[src/rtl/hotel_pkg.sv]
`default_nettype none
// ============================================================================
// Module      : hotel_pkg
// Description : Shared types and constants for the hotel booking datapath:
//               controller state encoding, room count, room base rates,
//               extras surcharges and the "no room" index.
// Revision    : 1.0 - initial release
// ============================================================================
package hotel_pkg;

    typedef enum logic [1:0] {
        ST_IDLE  = 2'd0,
        ST_ALLOC = 2'd1,
        ST_MUL   = 2'd2,
        ST_RESP  = 2'd3
    } state_t;

    localparam int NUM_ROOMS = 7;

    // Nightly base rates by room class
    localparam int RATE_ROOM_LARGE = 700;   // idx 0,1 (room1, room2)
    localparam int RATE_ROOM_STD   = 400;   // idx 2..5 (room3_x, room4_x)
    localparam int RATE_ROOM_SUITE = 500;   // idx 6 (room5)

    // Nightly surcharges for extras
    localparam int EXTRA_AC   = 200;
    localparam int EXTRA_WIFI = 100;

    localparam logic [2:0] NO_ROOM = 3'd7;

endpackage : hotel_pkg
`default_nettype wire

[src/rtl/room_slot_finder.sv]
`default_nettype none
// ============================================================================
// Module      : room_slot_finder
// Description : Combinational room search. Reports the lowest-index vacant
//               room and the room currently held by a given customer ID.
// Ports       : occupied    - per-room occupied flags
//               room_id     - packed occupant IDs, slot i at [i*ID_W +: ID_W]
//               req_id      - customer ID to look up
//               free_idx    - lowest vacant index (NO_ROOM if none)
//               free_found  - a vacant room exists
//               match_idx   - index of the room held by req_id (NO_ROOM if none)
//               match_found - req_id currently occupies a room
// Revision    : 1.0 - initial release
// ============================================================================
module room_slot_finder
    import hotel_pkg::*;
#(
    parameter int NUM_ROOMS = 7,
    parameter int ID_W      = 4
) (
    input  logic [NUM_ROOMS-1:0]      occupied,
    input  logic [NUM_ROOMS*ID_W-1:0] room_id,
    input  logic [ID_W-1:0]           req_id,
    output logic [2:0]                free_idx,
    output logic                      free_found,
    output logic [2:0]                match_idx,
    output logic                      match_found
);

    // Scan from the top down so the lowest qualifying index is the last
    // assignment and therefore wins.
    always_comb begin
        free_idx    = NO_ROOM;
        free_found  = 1'b0;
        match_idx   = NO_ROOM;
        match_found = 1'b0;
        for (int i = NUM_ROOMS - 1; i >= 0; i--) begin
            if (!occupied[i]) begin
                free_idx   = 3'(i);
                free_found = 1'b1;
            end
            if (occupied[i] && (room_id[i*ID_W +: ID_W] == req_id)) begin
                match_idx   = 3'(i);
                match_found = 1'b1;
            end
        end
    end

endmodule : room_slot_finder
`default_nettype wire

[src/rtl/room_booking_ctrl.sv]
`default_nettype none
// ============================================================================
// Module      : room_booking_ctrl
// Description : Booking/checkout sequencing controller. Accepts one request at
//               a time over valid/ready, allocates or releases a room from the
//               seven-room pool, computes the bill with a 3-step shift-add
//               over the day count and returns one response per request.
// Ports       : clk, rst_n (async, active-low)
//               req_valid/req_ready, req_checkout, req_id, req_ac, req_wifi,
//               req_days                         - request channel
//               rsp_valid/rsp_ready, rsp_ok, rsp_room, bill - response channel
//               occupied, room_id                - room occupancy state
// Revision    : 1.0 - initial release
// ============================================================================
module room_booking_ctrl
    import hotel_pkg::*;
#(
    parameter int ID_W      = 4,
    parameter int BILL_W    = 16,
    parameter int NUM_ROOMS = 7
) (
    input  logic                      clk,
    input  logic                      rst_n,
    input  logic                      req_valid,
    output logic                      req_ready,
    input  logic                      req_checkout,
    input  logic [ID_W-1:0]           req_id,
    input  logic                      req_ac,
    input  logic                      req_wifi,
    input  logic [2:0]                req_days,
    output logic                      rsp_valid,
    input  logic                      rsp_ready,
    output logic                      rsp_ok,
    output logic [2:0]                rsp_room,
    output logic [BILL_W-1:0]         bill,
    output logic [NUM_ROOMS-1:0]      occupied,
    output logic [NUM_ROOMS*ID_W-1:0] room_id
);

    state_t                      r_state;
    state_t                      w_state_nxt;

    logic                        r_checkout;
    logic [ID_W-1:0]             r_id;
    logic                        r_ac;
    logic                        r_wifi;
    logic [2:0]                  r_days;

    logic [BILL_W-1:0]           r_rate;
    logic [BILL_W-1:0]           r_acc;
    logic [1:0]                  r_step;
    logic [2:0]                  r_slot;

    logic                        r_rsp_valid;
    logic                        r_ok;
    logic [2:0]                  r_room;
    logic [BILL_W-1:0]           r_bill;
    logic [NUM_ROOMS-1:0]        r_occ;
    logic [NUM_ROOMS*ID_W-1:0]   r_room_id;

    logic [2:0]                  w_free_idx;
    logic                        w_free_found;
    logic [2:0]                  w_match_idx;
    logic                        w_match_found;
    logic                        w_book_reject;
    logic [BILL_W-1:0]           w_base;
    logic [BILL_W-1:0]           w_rate;
    logic [BILL_W-1:0]           w_addend;
    logic [BILL_W-1:0]           w_acc_nxt;

    room_slot_finder #(
        .NUM_ROOMS (NUM_ROOMS),
        .ID_W      (ID_W)
    ) u_finder (
        .occupied    (r_occ),
        .room_id     (r_room_id),
        .req_id      (r_id),
        .free_idx    (w_free_idx),
        .free_found  (w_free_found),
        .match_idx   (w_match_idx),
        .match_found (w_match_found)
    );

    // ID 0 marks a vacant slot, so it can never be a valid customer.
    assign w_book_reject = (r_id == '0) || (r_days == 3'd0) ||
                           w_match_found || !w_free_found;

    always_comb begin
        w_base = BILL_W'(RATE_ROOM_STD);
        if (w_free_idx <= 3'd1) begin
            w_base = BILL_W'(RATE_ROOM_LARGE);
        end else if (w_free_idx == 3'd6) begin
            w_base = BILL_W'(RATE_ROOM_SUITE);
        end
    end

    assign w_rate = w_base
                  + (r_ac   ? BILL_W'(EXTRA_AC)   : '0)
                  + (r_wifi ? BILL_W'(EXTRA_WIFI) : '0);

    // One bit of the day count per MUL cycle: bit k contributes rate<<k.
    assign w_addend  = r_days[r_step] ? (r_rate << r_step) : '0;
    assign w_acc_nxt = r_acc + w_addend;

    // ------------------------------------------------------------------
    // State register
    // ------------------------------------------------------------------
    always_ff @(posedge clk or negedge rst_n) begin
        if (!rst_n) begin
            r_state <= ST_IDLE;
        end else begin
            r_state <= w_state_nxt;
        end
    end

    // ------------------------------------------------------------------
    // Next-state logic
    // ------------------------------------------------------------------
    always_comb begin
        w_state_nxt = r_state;
        case (r_state)
            ST_IDLE: begin
                if (req_valid) begin
                    w_state_nxt = ST_ALLOC;
                end
            end
            ST_ALLOC: begin
                if (!r_checkout && !w_book_reject) begin
                    w_state_nxt = ST_MUL;
                end else begin
                    w_state_nxt = ST_RESP;
                end
            end
            ST_MUL: begin
                if (r_step == 2'd2) begin
                    w_state_nxt = ST_RESP;
                end
            end
            ST_RESP: begin
                if (r_rsp_valid && rsp_ready) begin
                    w_state_nxt = ST_IDLE;
                end
            end
            default: w_state_nxt = ST_IDLE;
        endcase
    end

    // ------------------------------------------------------------------
    // Datapath and occupancy
    // ------------------------------------------------------------------
    always_ff @(posedge clk or negedge rst_n) begin
        if (!rst_n) begin
            r_checkout  <= 1'b0;
            r_id        <= '0;
            r_ac        <= 1'b0;
            r_wifi      <= 1'b0;
            r_days      <= 3'd0;
            r_rate      <= '0;
            r_acc       <= '0;
            r_step      <= 2'd0;
            r_slot      <= 3'd0;
            r_rsp_valid <= 1'b0;
            r_ok        <= 1'b0;
            r_room      <= 3'd0;
            r_bill      <= '0;
            r_occ       <= '0;
            r_room_id   <= '0;
        end else begin
            case (r_state)
                ST_IDLE: begin
                    r_rsp_valid <= 1'b0;
                    if (req_valid) begin
                        r_checkout <= req_checkout;
                        r_id       <= req_id;
                        r_ac       <= req_ac;
                        r_wifi     <= req_wifi;
                        r_days     <= req_days;
                    end
                end
                ST_ALLOC: begin
                    if (r_checkout) begin
                        r_bill <= '0;
                        if (w_match_found) begin
                            r_occ[w_match_idx]                  <= 1'b0;
                            r_room_id[w_match_idx*ID_W +: ID_W] <= '0;
                            r_ok                                <= 1'b1;
                            r_room                              <= w_match_idx;
                        end else begin
                            r_ok   <= 1'b0;
                            r_room <= NO_ROOM;
                        end
                    end else if (w_book_reject) begin
                        r_ok   <= 1'b0;
                        r_room <= NO_ROOM;
                        r_bill <= '0;
                    end else begin
                        r_occ[w_free_idx]                  <= 1'b1;
                        r_room_id[w_free_idx*ID_W +: ID_W] <= r_id;
                        r_slot                             <= w_free_idx;
                        r_rate                             <= w_rate;
                        r_acc                              <= '0;
                        r_step                             <= 2'd0;
                    end
                end
                ST_MUL: begin
                    r_acc  <= w_acc_nxt;
                    r_step <= r_step + 2'd1;
                    if (r_step == 2'd2) begin
                        r_bill <= w_acc_nxt;
                        r_ok   <= 1'b1;
                        r_room <= r_slot;
                    end
                end
                ST_RESP: begin
                    // Response outputs settle on RESP entry; valid rises one
                    // cycle later and drops with the handshake.
                    if (r_rsp_valid && rsp_ready) begin
                        r_rsp_valid <= 1'b0;
                    end else begin
                        r_rsp_valid <= 1'b1;
                    end
                end
                default: r_rsp_valid <= 1'b0;
            endcase
        end
    end

    assign req_ready = (r_state == ST_IDLE);
    assign rsp_valid = r_rsp_valid;
    assign rsp_ok    = r_ok;
    assign rsp_room  = r_room;
    assign bill      = r_bill;
    assign occupied  = r_occ;
    assign room_id   = r_room_id;

endmodule : room_booking_ctrl
`default_nettype wire

[config.mk]
export PLATFORM = sky130hd
export DESIGN_NAME = room_booking_ctrl
export DESIGN_NICKNAME = d
export VERILOG_FILES = /design/src/rtl/hotel_pkg.sv /design/src/rtl/room_slot_finder.sv /design/src/rtl/room_booking_ctrl.sv
export SDC_FILE = /design/constraint.sdc
export NUM_CORES = 1
export LEC_CHECK = 0
export ABC_AREA = 1
export CORE_ASPECT_RATIO = 0.5
export CORE_MARGIN = 5
export CORE_UTILIZATION = 52
export DETAILED_ROUTE_END_ITERATION = 6
export PLACE_DENSITY = 0.78
export SLEW_MARGIN = 15
export SYNTH_ARGS = -nofsm -noshare
export SYNTH_HDL_FRONTEND = slang
export SYNTH_SLANG_ARGS = --single-unit
export TNS_END_PERCENT = 5
[constraint.sdc]
create_clock -name clk -period 3.1 [get_ports clk]
set_input_delay 0.62 -clock clk [delete_from_list [all_inputs] [get_ports clk]]
set_output_delay 0.62 -clock clk [all_outputs]
set_load 0.01 [all_outputs]
=== Word level (Yosys, flattened, before mapping) ===
Index checks and enable logic that the tools add are counted.

* Memories kept: 0
* Output and inout bits: 57
* Logic and storage cells: 160
* Bits in latches: 0
* Bits in writable memories: 0
* Register bits after elaboration: 105
* Input bits: 14
* Bits in read-only memories: 0

* Add/subtract/negate cells: 6
* Magnitude comparators: 6
* Equality and inequality tests: 20
* Div/mod/pow operators: 0
* Multipliers: 0
* Shift-type cells: 5
* Bitwise gates (word level): 5
* Muxes and demuxes: 74
* Reduce and logical (&&, ||, !) cells: 28

{| class="wikitable"
|+ Operators with widths
! cell !! count
|-
| $mux 16 || 7
|-
| $mux 28 || 3
|-
| $neg 5->34 || 2
|-
| $shift 4x34->28 const A || 2
|-
| $pmux 16 s2 || 2
|-
| $bwmux 28 || 2
|-
| $mux 3 || 12
|-
| $mux 7 || 5
|-
| $shiftx 4x34->28 || 1
|-
| $shiftx 4x34->28 const A || 1
|-
| $eq 4x4->1 || 7
|-
| $mux 1 || 25
|-
| $mux 2 || 9
|-
| $add 16x16->16 || 1
|-
| $add 16x7->16 || 1
|-
| $add 16x8->16 || 1
|-
| $shl 16x2->16 || 1
|-
| $reduce_and 3->1 || 5
|-
| $ne 2x2->1 const B || 6
|-
| $logic_and 1x1->1 || 11
|-
| $lt 3x4->1 const B || 2
|-
| $mux 8 || 1
|-
| $pmux 2 s4 || 1
|-
| $and 7x7->7 || 1
|-
| 24 further kinds || 35
|}

=== Depth between registers and ports, before layout ===
Gate-level depths: netlist of run 1.

* Depth in word-level cells: 17
* Depth in mapped cells: 23
* Gate-level depth less buffers: 22

=== Cells and area by module ===
A second synthesis of run 1 with hierarchy kept.

* Cells, all modules: 895
* Area, all modules: 6,518.8 µm²

{| class="wikitable"
|+ By module, submodules not included
! module !! times used !! area each (µm²) !! sequential area each (µm²) !! cells each
|-
| room_booking_ctrl || 1 || 5,959.5 || 2,452.4 || 788
|-
| room_slot_finder || 1 || 559.3 || 0.0 || 107
|}

=== Worst setup path before layout of run 1 ===
OpenSTA, ideal clock, no wires.

* Kind: reg-to-reg
* Start: reg r_occ[5] (netlist: occupied[5])
* End: reg r_rate[10]
* Stages on the path, launching flop included: 17
* Path buffers: 0
* Required time: 2.972 ns
* Period minus slack after synthesis: 3.172 ns
* Setup time: 0.128 ns
* Arrival: 3.043 ns
* Slack: -0.072 ns
* Path through: dfrtp_1 > inv_1 > o21ai_0 > nand2_1 > nand2_1 > a21oi_1 > ha_1 > o21ai_0 > inv_1 > ha_1 > ha_1 > o21ai_0 > o21bai_1 > a21oi_1 > inv_1 > a22oi_1 > o21ai_0

* Cells in the longest elaborated chain, start to end: 11
* Elaborated cells on any way between the ends: 30
* Classes of those cells: 2 x add/sub; 1 x order compare; 1 x eq/ne; 20 x mux; 1 x bitwise; 5 x reduce/logical

{| class="wikitable"
|+ Ends and longest elaborated chain
! element !! RTL line !! RTL
|-
| from (decl) || room_booking_ctrl.sv:58 || <nowiki>logic [NUM_ROOMS-1:0] r_occ;</nowiki>
|-
| from (signal assigned) || room_booking_ctrl.sv:166 || <nowiki>r_occ <= '0;</nowiki>
|-
| from (signal, indexed assignment) || room_booking_ctrl.sv:184 || <nowiki>r_occ[w_match_idx] <= 1'b0;</nowiki>
|-
| from (signal, indexed assignment) || room_booking_ctrl.sv:197 || <nowiki>r_occ[w_free_idx] <= 1'b1;</nowiki>
|-
| $mux 2 (*) (2 in a row) || room_slot_finder.sv:38 || <nowiki>if (!occupied[i]) begin</nowiki>
|-
| $mux 3 (*) (4 in a row) || room_slot_finder.sv:38 ||
|-
| named net u_finder.free_idx[0] || room_slot_finder.sv:24 || <nowiki>output logic [2:0] free_idx,</nowiki>
|-
| branches (longest 2 deep; another with $le 3x1->1) || -- ||
|-
| $mux 16 (*) || room_booking_ctrl.sv:90 || <nowiki>if (w_free_idx <= 3'd1) begin</nowiki>
|-
| $add 16x8->16 (*) || room_booking_ctrl.sv:98 || <nowiki>+ (r_ac ? BILL_W'(EXTRA_AC) : '0)</nowiki>
|-
| $add 16x7->16 (*) || room_booking_ctrl.sv:99 || <nowiki>+ (r_wifi ? BILL_W'(EXTRA_WIFI) : '0);</nowiki>
|-
| to (signal assigned) || room_booking_ctrl.sv:200 || <nowiki>r_rate <= w_rate;</nowiki>
|-
| to (decl) || room_booking_ctrl.sv:49 || <nowiki>logic [BILL_W-1:0] r_rate;</nowiki>
|}

Mark *: on every way through the listed nets, which the timed path passes.
A chain may end at the register's enable or synchronous reset.

=== Worst setup path in the final report of run 1 ===
* Start: reg r_id[1]
* End: reg r_room_id[13] (netlist: room_id[13])

* Cells in the longest elaborated chain, start to end: 14
* Elaborated cells on any way between the ends: 44
* Classes of those cells: 1 x add/sub; 9 x eq/ne; 3 x shift; 19 x mux; 12 x reduce/logical

{| class="wikitable"
|+ Ends and longest elaborated chain
! element !! RTL line !! RTL
|-
| from (decl) || room_booking_ctrl.sv:44 || <nowiki>logic [ID_W-1:0] r_id;</nowiki>
|-
| from (signal assigned) || room_booking_ctrl.sv:174 || <nowiki>r_id <= req_id;</nowiki>
|-
| $eq 4x4->1 || room_slot_finder.sv:42 || <nowiki>if (occupied[i] && (room_id[i*ID_W +: ID_W] == req_id)) begin</nowiki>
|-
| $logic_and 1x1->1 || room_slot_finder.sv:42 ||
|-
| $mux 1 || room_slot_finder.sv:42 ||
|-
| $mux 2 (2 in a row) || room_slot_finder.sv:42 ||
|-
| $mux 3 (4 in a row) || room_slot_finder.sv:42 ||
|-
| $neg 5->34 || room_booking_ctrl.sv:185 || <nowiki>r_room_id[w_match_idx*ID_W +: ID_W] <= '0;</nowiki>
|-
| $shiftx 4x34->28 / $shift 4x34->28 (equally long branches) || room_booking_ctrl.sv:185 ||
|-
| $bwmux 28 || room_booking_ctrl.sv:185 ||
|-
| $mux 28 || room_booking_ctrl.sv:183 || <nowiki>if (w_match_found) begin</nowiki>
|-
| $mux 28 || room_booking_ctrl.sv:181 || <nowiki>if (r_checkout) begin</nowiki>
|-
| to (signal, indexed assignment) || room_booking_ctrl.sv:198 || <nowiki>r_room_id[w_free_idx*ID_W +: ID_W] <= r_id;</nowiki>
|-
| to (decl) || room_booking_ctrl.sv:59 || <nowiki>logic [NUM_ROOMS*ID_W-1:0] r_room_id;</nowiki>
|}

Parallel ways exist; a longest one is shown, timed or not. The select of a mux whose other input is x is not followed.

==> results of run 1 <==
worst min path at each step:
stage	endpoint
6_report	r_acc[14]
5_1_grt	bill[14]
4_1_cts	bill[14]
3_5_place_dp	bill[14]
3_3_place_gp	bill[10]
2_1_floorplan	bill[0]
synthesized netlist by cell type (2+ instances only):
library cell    n  share of area (%)
xor2_1          5               0.70
a21boi_0        3               0.36
nor3_1         11               0.88
nand3_1        45                3.6
or2_2           4               0.40
inv_2           5               0.30
nand2_4         5               0.90
mux2i_1         2               0.32
o22ai_1         2               0.20
clkinv_1        3               0.18
nand3_2         4               0.64
o21ai_1        10               0.80
buf_2           5               0.40
nand2_1       255                 15
ha_1           31                6.2
fa_1            3               0.96
mux2_2          2               0.36
a31oi_1         4               0.40
nand4_1        11                1.1
dfrtp_1        98                 39
nand3_4         2               0.56
o211ai_1        2               0.24
nor4_1          4               0.40
buf_4           6               0.72
inv_1          95                5.7
a21oi_1        46                3.7
o21ai_2         2               0.28
or2_1           3               0.30
o21ai_0        70                5.6
nor2_1         89                5.3
nand3b_1        4               0.48
clkbuf_1        8               0.48
o21bai_1        2               0.24
buf_6           4               0.72
nand2_2         5               0.50
worst reg2reg max path: cells and delay by family (launching register included):
family | cells | cell delay (ns)
AO/OA/AOI/OAI | 2 | 0.23
AND/OR/NAND/NOR | 14 | 1.41
flip-flops | 1 | 0.50
adder cells (fa/ha/maj) | 2 | 0.50
buffers and inverters | 1 | 0.14
repair_timing:
item,in CTS,in global routing
endpoints found under the setup margin,1,25
pin swaps,0,1
setup buffers,0,1
gates cloned,0,0
gates resized for setup,1,19
through the flow:
stage,hold slack [ns],power (mW),setup TNS (ns),std cells
floorplan,0.324,4.64,-0.0375,861
global placement,0.462,5.80,0,1095
detailed placement,0.465,5.94,0,1095
CTS,0.294,7.10,0,1109
global route,0.329,7.77,-0.0548,1110
finish,0.265,7.19,0,1110
routing by layer:
| layer | vias up | GRT usage (%) | share of wire, % |
|---|---|---|---|
| li1 | 2921 | - | - |
| met3 | 37 | 4.75 | 6.3 |
| met5 | - | 0 | 0 |
| met4 | 0 | 7.40 | 2.1 |
| met2 | 216 | 40.5 | 47 |
| met1 | 2773 | 31.7 | 44 |
power by group:
group          internal, mW  leakage, nW  switching (mW)  total, mW
logic                  1.49         2.34            2.60       4.09
registers              1.63         1.29           0.332       1.97
clock network         0.661        0.141           0.472       1.13
total                  3.79         3.77            3.41       7.19
state kept, by name, summed over array words and instances, names as in the netlist, 4 cells and up:
register,flops
occupied,7
room_id,28
r_id,4
r_rate,9
r_acc,16
bill,16
placed cells by master (no fill, tap or decap), drive strengths merged, types with 3 or more instances in the layout:
master / netlist / final
nand2: 265 / 265
inv: 101 / 101
dfrtp: 98 / 98
nor2: 91 / 91
o21ai: 82 / 82
clkdlybuf4s50: 0 / 69
nand3: 51 / 51
a21oi: 46 / 46
ha: 31 / 31
buf: 16 / 25
clkbuf: 8 / 12
nor3: 11 / 11
nand4: 11 / 11
or2: 7 / 7
xor2: 5 / 5
nand3b: 5 / 5
nor4: 4 / 4
a31oi: 4 / 4
clkinv: 3 / 3
a21boi: 3 / 3
fa: 3 / 3
layout make-up:
cell class / instances / area [um2] / area share [%]
multi-input cells: 635 / 3290 / 43.7
clock inverters: 2 / 37.5 / 0.498
well taps: 165 / 206 / 2.74
repair buffers: 94 / 891 / 11.8
clock buffers: 12 / 256 / 3.40
flip-flops and latches: 98 / 2460 / 32.6
inverters: 104 / 395 / 5.25
cell families (layout without fill, tap and decap cells):
logic type	Yosys count	count (layout)
compound gates	143	143
flops	98	98
mux	4	4
simple gates	447	447
fa+ha+maj	34	34
other cells	1	1
buf+inv	128	212
xor+xnor	6	6
==> flow_metrics.env, run 1 <==
export IMPL_outcome="finished, final reports clean"
export IMPL_slew_violations=0
export IMPL_worstHoldPathType="in2async"
export IMPL_post_synth_edffs=0
export IMPL_stdcell_area_um2=7530
export IMPL_die_height_um=87.6
export IMPL_num_antenna_cells=0
export IMPL_reg2reg_to="room_id[13]"
export IMPL_antenna_found_initial=0
export IMPL_postSynth_topFlopCell="dfrtp_1"
export IMPL_critPathKind="reg2reg"
export IMPL_viasPerCell=5.36
export IMPL_tritoncts_clock_tree="yes"
export IMPL_timing_reg2reg_worst_path_depth=19
export IMPL_number_of_global_route_vias_before_repair=5753
export IMPL_fp_dieArea_um2=14500
export IMPL_area_delta_synth_final_pct=20.3
export IMPL_cts_hold_fix_buffers=0
export IMPL_n_fill_cell=1091
export IMPL_final_setup_skew_ns=0.00813
export IMPL_top_achievable_clock_speed_mhz=345
export IMPL_synth_sequential_area_ratio_pct=39.2
export IMPL_reg2reg_setup_slack_ns=0.20
export IMPL_async_flop_share_pct=100
export IMPL_clock_sinks=98
export IMPL_synthesis_yosys_warnings=0
export IMPL_yosys_area_share_simple_pct=31.1
export IMPL_grt_first_pass_wirelength_um=27700
export IMPL_ant_nets=0
export IMPL_synth_cell_area_um2=6260
export IMPL_arrival_time_at_the_worst_endpoint_ns=3.13
export IMPL_clock_insertion_delay_worst_skew_ns=0.35
export IMPL_placement_io_buffers=70
export IMPL_horizontal_die_dimension_um=165
export IMPL_routabilityCongestion=0.976
export IMPL_design_final_nets=990
export IMPL_htree_num_levels=3
export IMPL_finalHoldViolations=0
export IMPL_post_synthesis_xor_xnor_area_fraction_pct=0.839
export IMPL_post_synth_inst_count=861
export IMPL_clk_path_buf_depth=2
export IMPL_post_route_cells_drive_above_1_share_pct=8.89
export IMPL_cp_startpoint="r_id[1]"
export IMPL_vdd_ir_drop_worst_mv=0.429
export IMPL_postSynthRegisterBits=98
export IMPL_synth_lib_cells_used_distinct=46
export IMPL_routed_wire_length_per_instance_um=15.0
export IMPL_dr_total_vias=5947
export IMPL_routed_wirelength_um=16600
export IMPL_globalRouteOverflowTotal=0
export IMPL_first_drt_pass_iteration_count=5
export IMPL_layout_min_cycle_time_ns=2.90
export IMPL_path_common_cell="nand2_1"
export IMPL_setup_viol_count_final=0
export IMPL_grt_usage_pct=24.0
export IMPL_power_leakage_nw=3.77
export IMPL_core_rowCount=28
export IMPL_yosys_mux_area_fraction_pct=0.679
export IMPL_num_ports=71
export IMPL_dpl_worst_slack_ns=0.00742
export IMPL_top_fanout_value_on_the_critical_path=15
export IMPL_cp_depth=19
export IMPL_critPathRequiredTime_ns=3.33
export IMPL_nets_in_the_synthesized_netlist=909
export IMPL_startpoint_of_the_most_critical_register_to_register_path="r_id[1]"
export IMPL_combinational_family_with_the_most_area_after_synthesis="simple AND/OR/NAND/NOR gates"
export IMPL_critical_path_top_delay_family="simple AND/OR/NAND/NOR gates"
export IMPL_cap_viol_max_count=0
export IMPL_dp_hpwl_um=12300
export IMPL_post_dp_cell_area_um2=7190
export IMPL_path_cells="inv_4 -> or2_1 -> nand3_1 -> nor2_1 -> nand2_1 -> nand2_1 -> nand2_1 -> nand2_2 -> nand2_1 -> nand2_1 -> ha_1 -> ha_1 -> nand2_1 -> nor2_1 -> nand2_1 -> o21ai_1 -> nand2_2 -> nand2_1 -> o21ai_1"
export IMPL_synth_area_per_cell_um2=7.27
export IMPL_cts_buffers=9
export IMPL_final_core_utilization_pct=63.8
export IMPL_power_per_standard_cell_area_nw_per_um2=955
export IMPL_pin_count_of_the_biggest_net_entering_global_routing=54
export IMPL_max_slew_margin_rel_pct=44.7
export IMPL_cts_clk_slew_worst_paths_ns=0.07
export IMPL_grt_setup_unrepaired="true"
export IMPL_critical_path_endpoint_type="flip-flop"
export IMPL_worst_slack_ns=0.202
export IMPL_drt_iter0_drc=459
export IMPL_start_kind="flip-flop"
export IMPL_cts_root_buffer_cell="clkbuf_16"
export IMPL_post_synthesis_compound_gate_area_fraction_pct=12.0
export IMPL_drc=0
export IMPL_critical_path_top_delay_cell="dfrtp_1"
export IMPL_synth_fa_ha_area_share_pct=7.15
export IMPL_floorplan_initialDensity_pct=53.0
export IMPL_critPathMaxStageDelay_ns=0.50
export IMPL_timing_worst_slew_pin_value_ns=0.829
export IMPL_crit_buf_inv=1
export IMPL_timing_final_crit_share_pct=93.5
export IMPL_placeableCoreArea_um2=11800
export IMPL_crit_path_end="room_id[13]"
(Power assumes the default switching activity.)
==> inputs of run 2 (changes only) <==
--- a/config.mk
+++ b/config.mk
@@ -10,6 +10,7 @@
 export CORE_MARGIN = 5
 export CORE_UTILIZATION = 52
 export DETAILED_ROUTE_END_ITERATION = 6
+export GPL_TIMING_DRIVEN = 0
 export PLACE_DENSITY = 0.78
 export SLEW_MARGIN = 15
 export SYNTH_ARGS = -nofsm -noshare
==> run 2 against run 1 <==
Clock skew decreased by 0.00078 ns. Maximum frequency down 2.0%. Count of clock-buffer cells in the layout shrank 3. Total power increased by 0.94%. Critical path depth fell by 2. Combinational power rose by 4.9%. Register-to-register slack lost 0.06 ns. Largest cell class unchanged.
==> flow_metrics.env, run 2 (same netlist as run 1, synthesis figures left out) <==
export IMPL_outcome="finished, final reports clean"
export IMPL_tritoncts_clock_tree="yes"
export IMPL_cell_internal_pwr_mw=3.81
export IMPL_critPathKind="reg2reg"
export IMPL_routed_wirelength_um=16700
export IMPL_mostFrequentLayoutCells="nand2_1 (251), inv_1 (92), dfrtp_1 (92), nor2_1 (87), clkdlybuf4s50_1 (69)"
export IMPL_post_route_cells_drive_above_1_share_pct=11.9
export IMPL_cts_clk_slew_worst_paths_ns=0.07
export IMPL_clock_sinks=98
export IMPL_first_drt_pass_iteration_count=5
export IMPL_final_core_utilization_pct=65.2
export IMPL_final_setup_skew_ns=0.00735
export IMPL_max_slew_margin_rel_pct=63.8
export IMPL_pin_count_of_the_biggest_net_entering_global_routing=78
export IMPL_timing_reg2reg_worst_path_depth=17
export IMPL_critical_path_endpoint_type="flip-flop"
export IMPL_combinationalPowerShare_pct=59.1
export IMPL_critPathRequiredTime_ns=3.36
export IMPL_timing_worst_slew_pin_value_ns=0.542
export IMPL_floorplan_initialDensity_pct=53.0
export IMPL_core_rowCount=28
export IMPL_cts_root_buffer_cell="clkbuf_16"
export IMPL_num_ports=71
export IMPL_fp_dieArea_um2=14500
export IMPL_clk_path_buf_depth=2
export IMPL_viasPerCell=5.36
export IMPL_placeableCoreArea_um2=11800
export IMPL_finalHoldViolations=0
export IMPL_total_negative_setup_slack_ns=0
export IMPL_design_final_nets=1004
export IMPL_timing_final_crit_share_pct=95.4
export IMPL_top_achievable_clock_speed_mhz=338
export IMPL_dr_total_vias=6027
export IMPL_placement_io_buffers=70
export IMPL_slew_violations=0
export IMPL_power_switching_mw=3.45
export IMPL_num_antenna_cells=0
export IMPL_globalRouteOverflowTotal=0
export IMPL_clkPwrFrac_pct=14.1
export IMPL_vdd_ir_drop_worst_mv=0.415
export IMPL_antenna_found_initial=0
export IMPL_layout_min_cycle_time_ns=2.96
export IMPL_power_switching_share_pct=47.6
export IMPL_ant_nets=0
export IMPL_number_of_global_route_vias_before_repair=5755
export IMPL_dp_hpwl_um=12400
export IMPL_largest_register_ff_count=28
export IMPL_die_height_um=87.6
export IMPL_layout_commonest_cell="nand2_1"
export IMPL_cts_buffers=9
export IMPL_setup_viol_count_final=0
export IMPL_horizontal_die_dimension_um=165
export IMPL_htree_num_levels=3
export IMPL_cap_viol_max_count=0
export IMPL_p_seq_share_pct=26.8
export IMPL_area_delta_synth_final_pct=22.9
export IMPL_grt_usage_pct=23.7
export IMPL_drc=0
export IMPL_power_per_standard_cell_area_nw_per_um2=944
export IMPL_routabilityCongestion=0.969
export IMPL_start_kind="flip-flop"
export IMPL_arrival_time_at_the_worst_endpoint_ns=3.22
export IMPL_drt_iter0_drc=577
export IMPL_worstHoldPathType="in2async"
export IMPL_top_fanout_value_on_the_critical_path=5
export IMPL_clock_insertion_delay_worst_skew_ns=0.35
export IMPL_routed_wire_length_per_instance_um=14.9
export IMPL_power_leakage_nw=3.81
export IMPL_grt_first_pass_wirelength_um=27300
==> run 2: changes by cell type in the layout (fill, tap and decap cells not counted), sizes merged <==
cell      before  now
clkinv         3    7
buf           25   33
clkinvlp       1    2
bufinv         1    0
clkbuf        12   15
==> run 2: path summary, 6_finish.rpt <==
| kind | startpoint | end | slack (ns) |
|---|---|---|---|
| worst max-delay path | occupied[1] | r_rate[9] | 0.14 |
| worst min-delay path | rst_n | bill[12] | 0.11 |
| worst max register to register | occupied[1] | r_rate[9] | 0.14 |
| worst min register to register | bill[9] | bill[9] | 0.47 |
| max in group asynchronous | rst_n | occupied[4] | 2.32 |
| min in group clk | bill[9] | bill[9] | 0.47 |
==> run 2: repair_timing <==
action	CTS	global route
hold buffers	0	0
endpoints found under the setup margin	30	43
cloned	0	0
pin swaps	1	6
buffers inserted	1	14
resized for setup	14	37
==> run 2: layer usage <==
metal / vias up / share of wire, % / GRT usage [%]
met5: - / 0 / 0
met4: 0 / 2.6 / 8.38
met3: 48 / 4.8 / 4.23
met2: 193 / 48 / 40.1
met1: 2829 / 44 / 31.0
li1: 2957 / - / -
==> run 2: layout make-up <==
type,instances,area [um2]
Timing Repair Buffer,86,842
Sequential cell,98,2460
Multi-Input combinational cell,635,3360
Buffer,22,170
Inverter,104,397
Tap cell,165,206
Clock inverter,6,35.0
Clock buffer,9,225
Fill cell,1034,4110
==> run 2: worst max-delay path, stage by stage, from the launching register on <==
cell,delay (ns)
dfrtp_1,0.51
nand2_2,0.12
inv_1,0.11
o21ai_2,0.10
inv_2,0.13
ha_4,0.17
nand2_1,0.10
fa_1,0.49
inv_1,0.04
ha_1,0.29
a31oi_1,0.18
nor2_1,0.09
nor2_1,0.09
nor2_1,0.05
nor2_1,0.11
xor2_1,0.15
nand2_1,0.07
o21ai_0,0.08
==> run 2: power groups by stage <==
stage / clock, mW / combinational, mW / sequential (mW)
after floorplan: 0 / 2.72 / 1.92
after global placement: 0 / 3.80 / 1.93
after detailed placement: 0 / 3.92 / 1.94
after CTS: 1.03 / 4.01 / 1.94
after global routing: 1.09 / 4.78 / 1.99
final: 1.02 / 4.29 / 1.95
==> run 2: stage by stage <==
stage | total power [mW] | std cells | area (um2) | setup slack, ns | hold WS, ns
3_3_place_gp | 5.73 | 1096 | 7170 | -2.30 | 0.462
4_1_cts | 6.98 | 1112 | 7500 | 0.00808 | 0.111
3_5_place_dp | 5.86 | 1097 | 7200 | -0.590 | 0.464
6_report | 7.26 | 1125 | 7690 | 0.142 | 0.110
5_1_grt | 7.87 | 1125 | 7690 | -0.0473 | 0.122
2_1_floorplan | 4.64 | 861 | 6260 | -0.0375 | 0.324
==> inputs of run 3 (changes only) <==
--- a/config.mk
+++ b/config.mk
@@ -9,6 +9,7 @@
 export CORE_ASPECT_RATIO = 0.5
 export CORE_MARGIN = 5
 export CORE_UTILIZATION = 52
+export CTS_CLUSTER_SIZE = 28
 export DETAILED_ROUTE_END_ITERATION = 6
 export GPL_TIMING_DRIVEN = 0
 export PLACE_DENSITY = 0.78
==> results of run 3 <==
Same layout as run 2: the final DEF is identical, and so are final timing and power.
